$ cat src/rtl/jogo_pkg.sv
// ----------------------------------------------------------------------------
// jogo_pkg
// Shared definitions for the parametrised sequence-memory game:
//   - estado_t : 4-bit state encoding; the codes are visible on db_estado
//   - LFSR_TAPS: Galois feedback mask for x^16 + x^14 + x^13 + x^11 + 1
//   - lfsr_passo(): one right-shift Galois step of the 16-bit LFSR
// ----------------------------------------------------------------------------
package jogo_pkg;

    typedef enum logic [3:0] {
        ST_INICIAL        = 4'd0,
        ST_PREENCHE       = 4'd1,
        ST_PREPARA_RODADA = 4'd2,
        ST_MOSTRA_ACESO   = 4'd3,
        ST_MOSTRA_APAGADO = 4'd4,
        ST_ESPERA_JOGADA  = 4'd5,
        ST_COMPARA        = 4'd6,
        ST_PROXIMA_RODADA = 4'd7,
        ST_FINAL_GANHOU   = 4'd8,
        ST_FINAL_PERDEU   = 4'd9
    } estado_t;

    // Right-shift Galois form: bit 0 is the output, the mask is XORed in
    // whenever a 1 is shifted out.
    localparam logic [15:0] LFSR_TAPS = 16'hB400;

    function automatic logic [15:0] lfsr_passo(input logic [15:0] s);
        return s[0] ? ((s >> 1) ^ LFSR_TAPS) : (s >> 1);
    endfunction

endpackage

$ cat src/rtl/jogo_memoria_param_lfsr16.sv
// ----------------------------------------------------------------------------
// lfsr16
// 16-bit Galois LFSR used to fill the sequence memory.
// Ports:
//   clock    in   system clock
//   reset    in   synchronous active-high reset, reloads the seed
//   carregar in   load semente (has priority over avancar)
//   avancar  in   advance one step
//   semente  in   16-bit seed, must be nonzero
//   valor    out  current LFSR state
// ----------------------------------------------------------------------------
module lfsr16 (
    input  logic        clock,
    input  logic        reset,
    input  logic        carregar,
    input  logic        avancar,
    input  logic [15:0] semente,
    output logic [15:0] valor
);
    import jogo_pkg::*;

    logic [15:0] valor_d;
    logic [15:0] valor_q;

    always_comb begin
        // NOTE: every always_comb output gets a default first, so no path
        // leaves it unassigned and no latch is inferred.
        valor_d = valor_q;
        if (carregar) begin
            valor_d = semente;
        end else if (avancar) begin
            valor_d = lfsr_passo(valor_q);
        end
    end

    // NOTE: state is updated with non-blocking assignments so every flop
    // samples the pre-edge values regardless of statement order.
    always_ff @(posedge clock) begin
        if (reset) begin
            valor_q <= semente;
        end else begin
            valor_q <= valor_d;
        end
    end

    assign valor = valor_q;

endmodule

$ cat src/rtl/jogo_memoria_param.sv
// ----------------------------------------------------------------------------
// jogo_memoria_param
// Sequence-memory game: fills a memory with LFSR-derived button indices,
// shows a growing prefix on the LEDs each round and checks the player's
// presses against it.
// Ports:
//   clock, reset   system clock, synchronous active-high reset
//   iniciar        start/restart (accepted in inicial and the final states)
//   modo           latched on start: 0 show whole prefix, 1 newest item only
//   chaves         button levels, active-high
//   leds           one-hot LED drive during the show phase, 0 otherwise
//   pronto         high in either final state
//   ganhou/perdeu  high in final_ganhou / final_perdeu
//   db_timeout     loss was caused by the press timeout
//   db_estado      state code
//   db_rodada      current round (0-based), db_endereco current address
//   db_jogada      last registered press
// ----------------------------------------------------------------------------
module jogo_memoria_param #(
    parameter int          N_BOTOES     = 4,
    parameter int          PROFUNDIDADE = 16,
    parameter int          T_MOSTRA     = 1000,
    parameter int          T_TIMEOUT    = 5000,
    parameter logic [15:0] SEMENTE      = 16'hACE1
) (
    input  logic                clock,
    input  logic                reset,
    input  logic                iniciar,
    input  logic                modo,
    input  logic [N_BOTOES-1:0] chaves,
    output logic [N_BOTOES-1:0] leds,
    output logic                pronto,
    output logic                ganhou,
    output logic                perdeu,
    output logic                db_timeout,
    output logic [3:0]          db_estado,
    output logic [7:0]          db_rodada,
    output logic [7:0]          db_endereco,
    output logic [N_BOTOES-1:0] db_jogada
);
    import jogo_pkg::*;

    localparam int AW   = ($clog2(PROFUNDIDADE) > 1) ? $clog2(PROFUNDIDADE) : 1;
    localparam int BW   = $clog2(N_BOTOES);
    localparam int TMAX = (T_MOSTRA > T_TIMEOUT) ? T_MOSTRA : T_TIMEOUT;
    // One spare count so the timer may step past T_TIMEOUT-1 when a press
    // wins the expiry cycle.
    localparam int TW   = $clog2(TMAX + 1);

    localparam logic [TW-1:0] FIM_MOSTRA  = TW'(T_MOSTRA - 1);
    localparam logic [TW-1:0] FIM_TIMEOUT = TW'(T_TIMEOUT - 1);
    localparam logic [AW-1:0] ULTIMO      = AW'(PROFUNDIDADE - 1);

    estado_t             estado_d, estado_q;
    logic                modo_d, modo_q;
    logic [AW-1:0]       end_d, end_q;
    logic [AW-1:0]       rodada_d, rodada_q;
    logic [TW-1:0]       timer_d, timer_q;
    logic                timeout_d, timeout_q;
    logic [N_BOTOES-1:0] jogada_d, jogada_q;
    logic                chaves_ant_d, chaves_ant_q;
    logic [N_BOTOES-1:0] leds_d, leds_q;
    logic                pronto_d, pronto_q;
    logic                ganhou_d, ganhou_q;
    logic                perdeu_d, perdeu_q;

    logic [BW-1:0]       mem_q [PROFUNDIDADE];
    logic                mem_we;
    logic [BW-1:0]       mem_wdata;

    logic                lfsr_carregar;
    logic                lfsr_avancar;
    logic [15:0]         lfsr_valor;

    logic [N_BOTOES-1:0] alvo;
    logic                jogada_unica;
    logic                pressionou;

    lfsr16 u_lfsr (
        .clock    (clock),
        .reset    (reset),
        .carregar (lfsr_carregar),
        .avancar  (lfsr_avancar),
        .semente  (SEMENTE),
        .valor    (lfsr_valor)
    );

    assign alvo         = N_BOTOES'(1) << mem_q[end_q];
    assign jogada_unica = (jogada_q != '0) && ((jogada_q & (jogada_q - N_BOTOES'(1))) == '0);
    // Rising edge of "any button": a button held through the show phase
    // keeps chaves_ant_q high and so cannot count as a press.
    assign pressionou   = (|chaves) && !chaves_ant_q;

    always_comb begin
        estado_d      = estado_q;
        modo_d        = modo_q;
        end_d         = end_q;
        rodada_d      = rodada_q;
        timer_d       = timer_q;
        timeout_d     = timeout_q;
        jogada_d      = jogada_q;
        chaves_ant_d  = |chaves;
        mem_we        = 1'b0;
        mem_wdata     = BW'(lfsr_valor % 16'(N_BOTOES));
        lfsr_carregar = 1'b0;
        lfsr_avancar  = 1'b0;

        case (estado_q)
            ST_INICIAL, ST_FINAL_GANHOU, ST_FINAL_PERDEU: ;
            ST_PREENCHE: begin
                mem_we       = 1'b1;
                lfsr_avancar = 1'b1;
                if (end_q == ULTIMO) estado_d = ST_PREPARA_RODADA;
                else                 end_d    = end_q + AW'(1);
            end
            ST_PREPARA_RODADA: begin
                end_d    = modo_q ? rodada_q : '0;
                timer_d  = '0;
                estado_d = ST_MOSTRA_ACESO;
            end
            ST_MOSTRA_ACESO: begin
                if (timer_q == FIM_MOSTRA) begin
                    timer_d  = '0;
                    estado_d = ST_MOSTRA_APAGADO;
                end else begin
                    timer_d = timer_q + TW'(1);
                end
            end
            ST_MOSTRA_APAGADO: begin
                if (timer_q == FIM_MOSTRA) begin
                    timer_d = '0;
                    if (end_q == rodada_q) begin
                        end_d    = '0;
                        estado_d = ST_ESPERA_JOGADA;
                    end else begin
                        end_d    = end_q + AW'(1);
                        estado_d = ST_MOSTRA_ACESO;
                    end
                end else begin
                    timer_d = timer_q + TW'(1);
                end
            end
            ST_ESPERA_JOGADA: begin
                timer_d = timer_q + TW'(1);
                if (pressionou) begin
                    jogada_d = chaves;
                    estado_d = ST_COMPARA;
                end else if (timer_q == FIM_TIMEOUT) begin
                    timeout_d = 1'b1;
                    estado_d  = ST_FINAL_PERDEU;
                end
            end
            ST_COMPARA: begin
                if (!jogada_unica || jogada_q != alvo) begin
                    timeout_d = 1'b0;
                    estado_d  = ST_FINAL_PERDEU;
                end else if (end_q < rodada_q) begin
                    end_d    = end_q + AW'(1);
                    timer_d  = '0;
                    estado_d = ST_ESPERA_JOGADA;
                end else if (rodada_q == ULTIMO) begin
                    estado_d = ST_FINAL_GANHOU;
                end else begin
                    estado_d = ST_PROXIMA_RODADA;
                end
            end
            ST_PROXIMA_RODADA: begin
                rodada_d = rodada_q + AW'(1);
                estado_d = ST_PREPARA_RODADA;
            end
            default: estado_d = ST_INICIAL;
        endcase

        // Start and restart share one path; iniciar is ignored elsewhere.
        if (iniciar && (estado_q == ST_INICIAL || estado_q == ST_FINAL_GANHOU ||
                        estado_q == ST_FINAL_PERDEU)) begin
            modo_d        = modo;
            lfsr_carregar = 1'b1;
            end_d         = '0;
            rodada_d      = '0;
            timer_d       = '0;
            timeout_d     = 1'b0;
            jogada_d      = '0;
            estado_d      = ST_PREENCHE;
        end

        // Outputs are decoded from the next state so they are registered
        // yet aligned with db_estado.
        leds_d   = (estado_d == ST_MOSTRA_ACESO) ? (N_BOTOES'(1) << mem_q[end_d]) : '0;
        pronto_d = (estado_d == ST_FINAL_GANHOU) || (estado_d == ST_FINAL_PERDEU);
        ganhou_d = (estado_d == ST_FINAL_GANHOU);
        perdeu_d = (estado_d == ST_FINAL_PERDEU);
    end

    always_ff @(posedge clock) begin
        if (reset) begin
            estado_q     <= ST_INICIAL;
            modo_q       <= 1'b0;
            end_q        <= '0;
            rodada_q     <= '0;
            timer_q      <= '0;
            timeout_q    <= 1'b0;
            jogada_q     <= '0;
            chaves_ant_q <= 1'b0;
            leds_q       <= '0;
            pronto_q     <= 1'b0;
            ganhou_q     <= 1'b0;
            perdeu_q     <= 1'b0;
        end else begin
            estado_q     <= estado_d;
            modo_q       <= modo_d;
            end_q        <= end_d;
            rodada_q     <= rodada_d;
            timer_q      <= timer_d;
            timeout_q    <= timeout_d;
            jogada_q     <= jogada_d;
            chaves_ant_q <= chaves_ant_d;
            leds_q       <= leds_d;
            pronto_q     <= pronto_d;
            ganhou_q     <= ganhou_d;
            perdeu_q     <= perdeu_d;
        end
    end

    // NOTE: the sequence memory has no reset; every word is rewritten in
    // preenche before it is read, and a reset port would block RAM mapping.
    always_ff @(posedge clock) begin
        if (mem_we && !reset) begin
            mem_q[end_q] <= mem_wdata;
        end
    end

    assign leds        = leds_q;
    assign pronto      = pronto_q;
    assign ganhou      = ganhou_q;
    assign perdeu      = perdeu_q;
    assign db_timeout  = timeout_q;
    assign db_estado   = estado_q;
    assign db_rodada   = 8'(rodada_q);
    assign db_endereco = 8'(end_q);
    assign db_jogada   = jogada_q;

endmodule
$ cat config.mk
export PLATFORM = sky130hd
export DESIGN_NAME = jogo_memoria_param
export DESIGN_NICKNAME = d
export VERILOG_FILES = /design/src/rtl/jogo_pkg.sv /design/src/rtl/jogo_memoria_param_lfsr16.sv /design/src/rtl/jogo_memoria_param.sv
export SDC_FILE = /design/constraint.sdc
export NUM_CORES = 1
export LEC_CHECK = 0
export ABC_CLOCK_PERIOD_IN_PS = 5400
export CORE_UTILIZATION = 40
export DETAILED_ROUTE_END_ITERATION = 7
export SLEW_MARGIN = 10
export SYNTH_ARGS = -nofsm -noshare
export SYNTH_HDL_FRONTEND = slang
export SYNTH_SLANG_ARGS = --single-unit
export TNS_END_PERCENT = 20
$ cat constraint.sdc
create_clock -name clock -period 5.4 [get_ports clock]
set_input_delay 0.81 -clock clock [delete_from_list [all_inputs] [get_ports clock]]
set_output_delay 0.81 -clock clock [all_outputs]
set_load 0.03 [all_outputs]
==> metrics.yaml <==
ant_nets: 0
r2r_cells: 13
power_w: 0.00149
ys_types: 73
cts_resized: 0
yosysTopAreaCellShare_pct: 22.8
netlist_area_um2: 4840
tightest_slew_ps: 920
worst-path-max-fanout: 9
insertion_delay_ps: 350
combPwrFrac_pct: 9.3
synth-warning-count: 0
fmax_ghz: 0.225
grt_max_degree: 22
drive_gt1_share_pct: 7.28
cts_root_buffer: "clkbuf_16"
drv_cap: 0
first_pass_iters: 7
synth_edf_count: 32
ys_seq_area_share_pct: 42.6
critPathMostFrequentCell: "o21a_1"
r2r-end: "leds[2]$_SDFF_PP0_"
internal_power_w: 0.00114
gr-total-overflow: 0
hold_class: "flip-flop to flip-flop"
power.share.clock_pct: 43.7
rsz0062_at_grt: "no"
area_growth_pct: 14.4
synth_largest_area_cell: "dfxtp_1"
critPathRequiredTime_ps: 5690
via_per_inst: 5.74
syn_area_per_cell_um2: 9.06
startpoint_type: "flip-flop"
hold_viol: 0
r2r_start: "end_q[1]$_SDFF_PP0_"
period_share_pct: 82.4
cts_tree: "done"
synthFlopType: "dfxtp_1"
final_common_cell: "nor2_1"
antenna_found_initial: 0
hold_end: "u_lfsr.valor[2]$_SDFFE_PP0P_"
grt_pass1_wl_mm: 19.6
drv_slew: 0
holdPathStages: 2
layout_common_cells: "nor2_1 (72), nand2_1 (67), dfxtp_1 (55), edfxtp_1 (32)"
start_util_pct: 41.6
drt-initial-drc-count: 316
fin_crit_ps: 4450
synth_cells: 534
critPathMaxStageDelay_ps: 670
crit_chain: "ha_1, nor2b_1, o21a_1, o21a_1, or4b_2, a2111oi_0, a211oi_1, o211ai_1, and2b_1, a22oi_2, o311ai_1, or4_1, o21ai_1"
yosys_register_bits: 87
die_w_um: 112
status: "finished with violations"
synthTopCellsByArea: "dfxtp_1 (23%), edfxtp_1 (20%), nor2_1 (5.6%)"
vias: 4049
p_leak_nw: 1.85
grt_pass1_vias: 3729
h-tree-depth: 3
row_count: 39
gp_congestion: 0.878
setup_viol: 0
worst-setup-path-type: "flip-flop to flip-flop"
path_clk_slew_ps: 60
fin_worst_skew_ps: 4.72
arrival_ps: 4740
ir_drop_uv: 236
route.detailed.drc: 4
dieHeight_um: 112
cts_hold_buf: 0
core_um2: 11600
min_from: "u_lfsr.valor[3]$_SDFFE_PP0P_"
portBuffers: 31
cts-buffers-inserted: 9
layout.nets: 576
critical-path-top-delay-family: "compound AO/OA/AOI/OAI gates"
drt-total-wl_mm: 12.3
grt.total_usage_pct: 20.6
sequentialPowerShare_pct: 47.0
dp_hpwl_mm: 9.01
antenna_cells: 0
p_sw_share_pct: 23.7
post_drt_wl_per_cell_um: 17.4
fill_cells: 1092
p_switching_w: 0.000354
end_kind: "flip-flop"
io_pins: 40
relSlewSlack_pct: 37.8
critPathBufInv: 0
ff2ff_setup_slack_ps: 950
fin_tns_setup_ps: 0
cpMaxStageDelayCell: "or4b_2"
async_flop_share_pct: 0
clockBufferDepth: 2
cts_setup_buffers: 0
die-area_um2: 12500
p_per_area_nw_per_um2: 270
violations: "design-rule violations"
numClockSinks: 87
[synthesized netlist by cell type (all sizes together) (5+ instances only)]
master,instances
nand2b,12
and3,7
nand3,13
o211ai,8
o21a,5
nand4,11
ha,10
nor3,10
edfxtp,32
nor2b,10
nand2,67
a22oi,8
or3,7
xnor2,11
dfxtp,55
a21oi,31
inv,13
mux2i,22
clkbuf,14
nor2,72
and2,5
buf,17
nor4,5
a211oi,5
o21ai,21
mux2,7
xor2,6
[power by group through the flow]
stage	combinational [W]	clock, W	sequential (W)
finish	0.000139	0.000653	0.000701
global route	0.000153	0.000690	0.000703
CTS	0.000138	0.000670	0.000701
detailed placement	0.000137	0	0.000715
global placement	0.000136	0	0.000715
floorplan	0.000110	0	0.000711
[cell families (layout without fill, tap and decap cells)]
| logic type | after synthesis | count (layout) | share of synthesized area, % |
|---|---|---|---|
| compound gates | 108 | 108 | 15.6 |
| xor+xnor | 17 | 17 | 3.08 |
| fa+ha+maj | 10 | 10 | 2.59 |
| buf+inv | 44 | 66 | 4.71 |
| flops | 87 | 87 | 42.6 |
| mux | 32 | 32 | 7.66 |
| other cells | 1 | 8 | 0.0775 |
| simple gates | 235 | 235 | 23.6 |
[how the worst max path moves through the flow]
stage,cells past startpoint,endpoint,slack (ps),startpoint
3_5_place_dp,12,leds[2]$_SDFF_PP0_,1050,end_q[0]$_SDFF_PP0_
5_1_grt,13,leds[3]$_SDFF_PP0_,680,end_q[1]$_SDFF_PP0_
6_report,13,leds[2]$_SDFF_PP0_,950,end_q[1]$_SDFF_PP0_
4_1_cts,13,leds[2]$_SDFF_PP0_,980,end_q[1]$_SDFF_PP0_
2_1_floorplan,14,leds[2]$_SDFF_PP0_,1400,rodada_q[1]$_SDFFE_PP0N_
3_3_place_gp,12,leds[2]$_SDFF_PP0_,1140,end_q[0]$_SDFF_PP0_
[worst reg2reg max path: cells and delay by family (launching register included)]
kind / cells / cell delay [ps]
flip-flops: 1 / 620
AO/OA/AOI/OAI: 8 / 1850
AND/OR/NAND/NOR: 4 / 1570
adder cells (fa/ha/maj): 1 / 340
[per-layer routing]
layer  routed length, um  GRT usage (%)
met1                5700           26.2
met3                 572           5.06
met5                   0              0
met2                5760           33.1
met4                 269           9.24
[stage by stage]
step	instances	utilization, %	area (um2)	setup slack (ps)	hold WS [ps]
2_1_floorplan	541	-	4860	1400	432
3_3_place_gp	690	44.9	5220	1140	439
3_5_place_dp	690	44.9	5220	1050	446
4_1_cts	706	47.6	5530	981	453
5_1_grt	706	47.6	5530	680	481
6_report	706	47.6	5530	948	450
[cell type report]
class	count	area, um2	area share (%)
clock inverter	7	87.6	1.58
tap	143	179	3.24
multi-input combinational	410	2570	46.5
sequential	87	2060	37.3
inverter	13	48.8	0.882
timing repair buffer	37	355	6.43
clock buffer	9	225	4.07
[registers in the layout, summed over array words and instances, names as in the netlist, 4 cells and up]
register      flops
u_lfsr.valor     16
end_q             4
db_estado         4
mem_q            32
timer_q          13
rodada_q          4
leds              4
db_jogada         4
(Power assumes the default switching activity.)
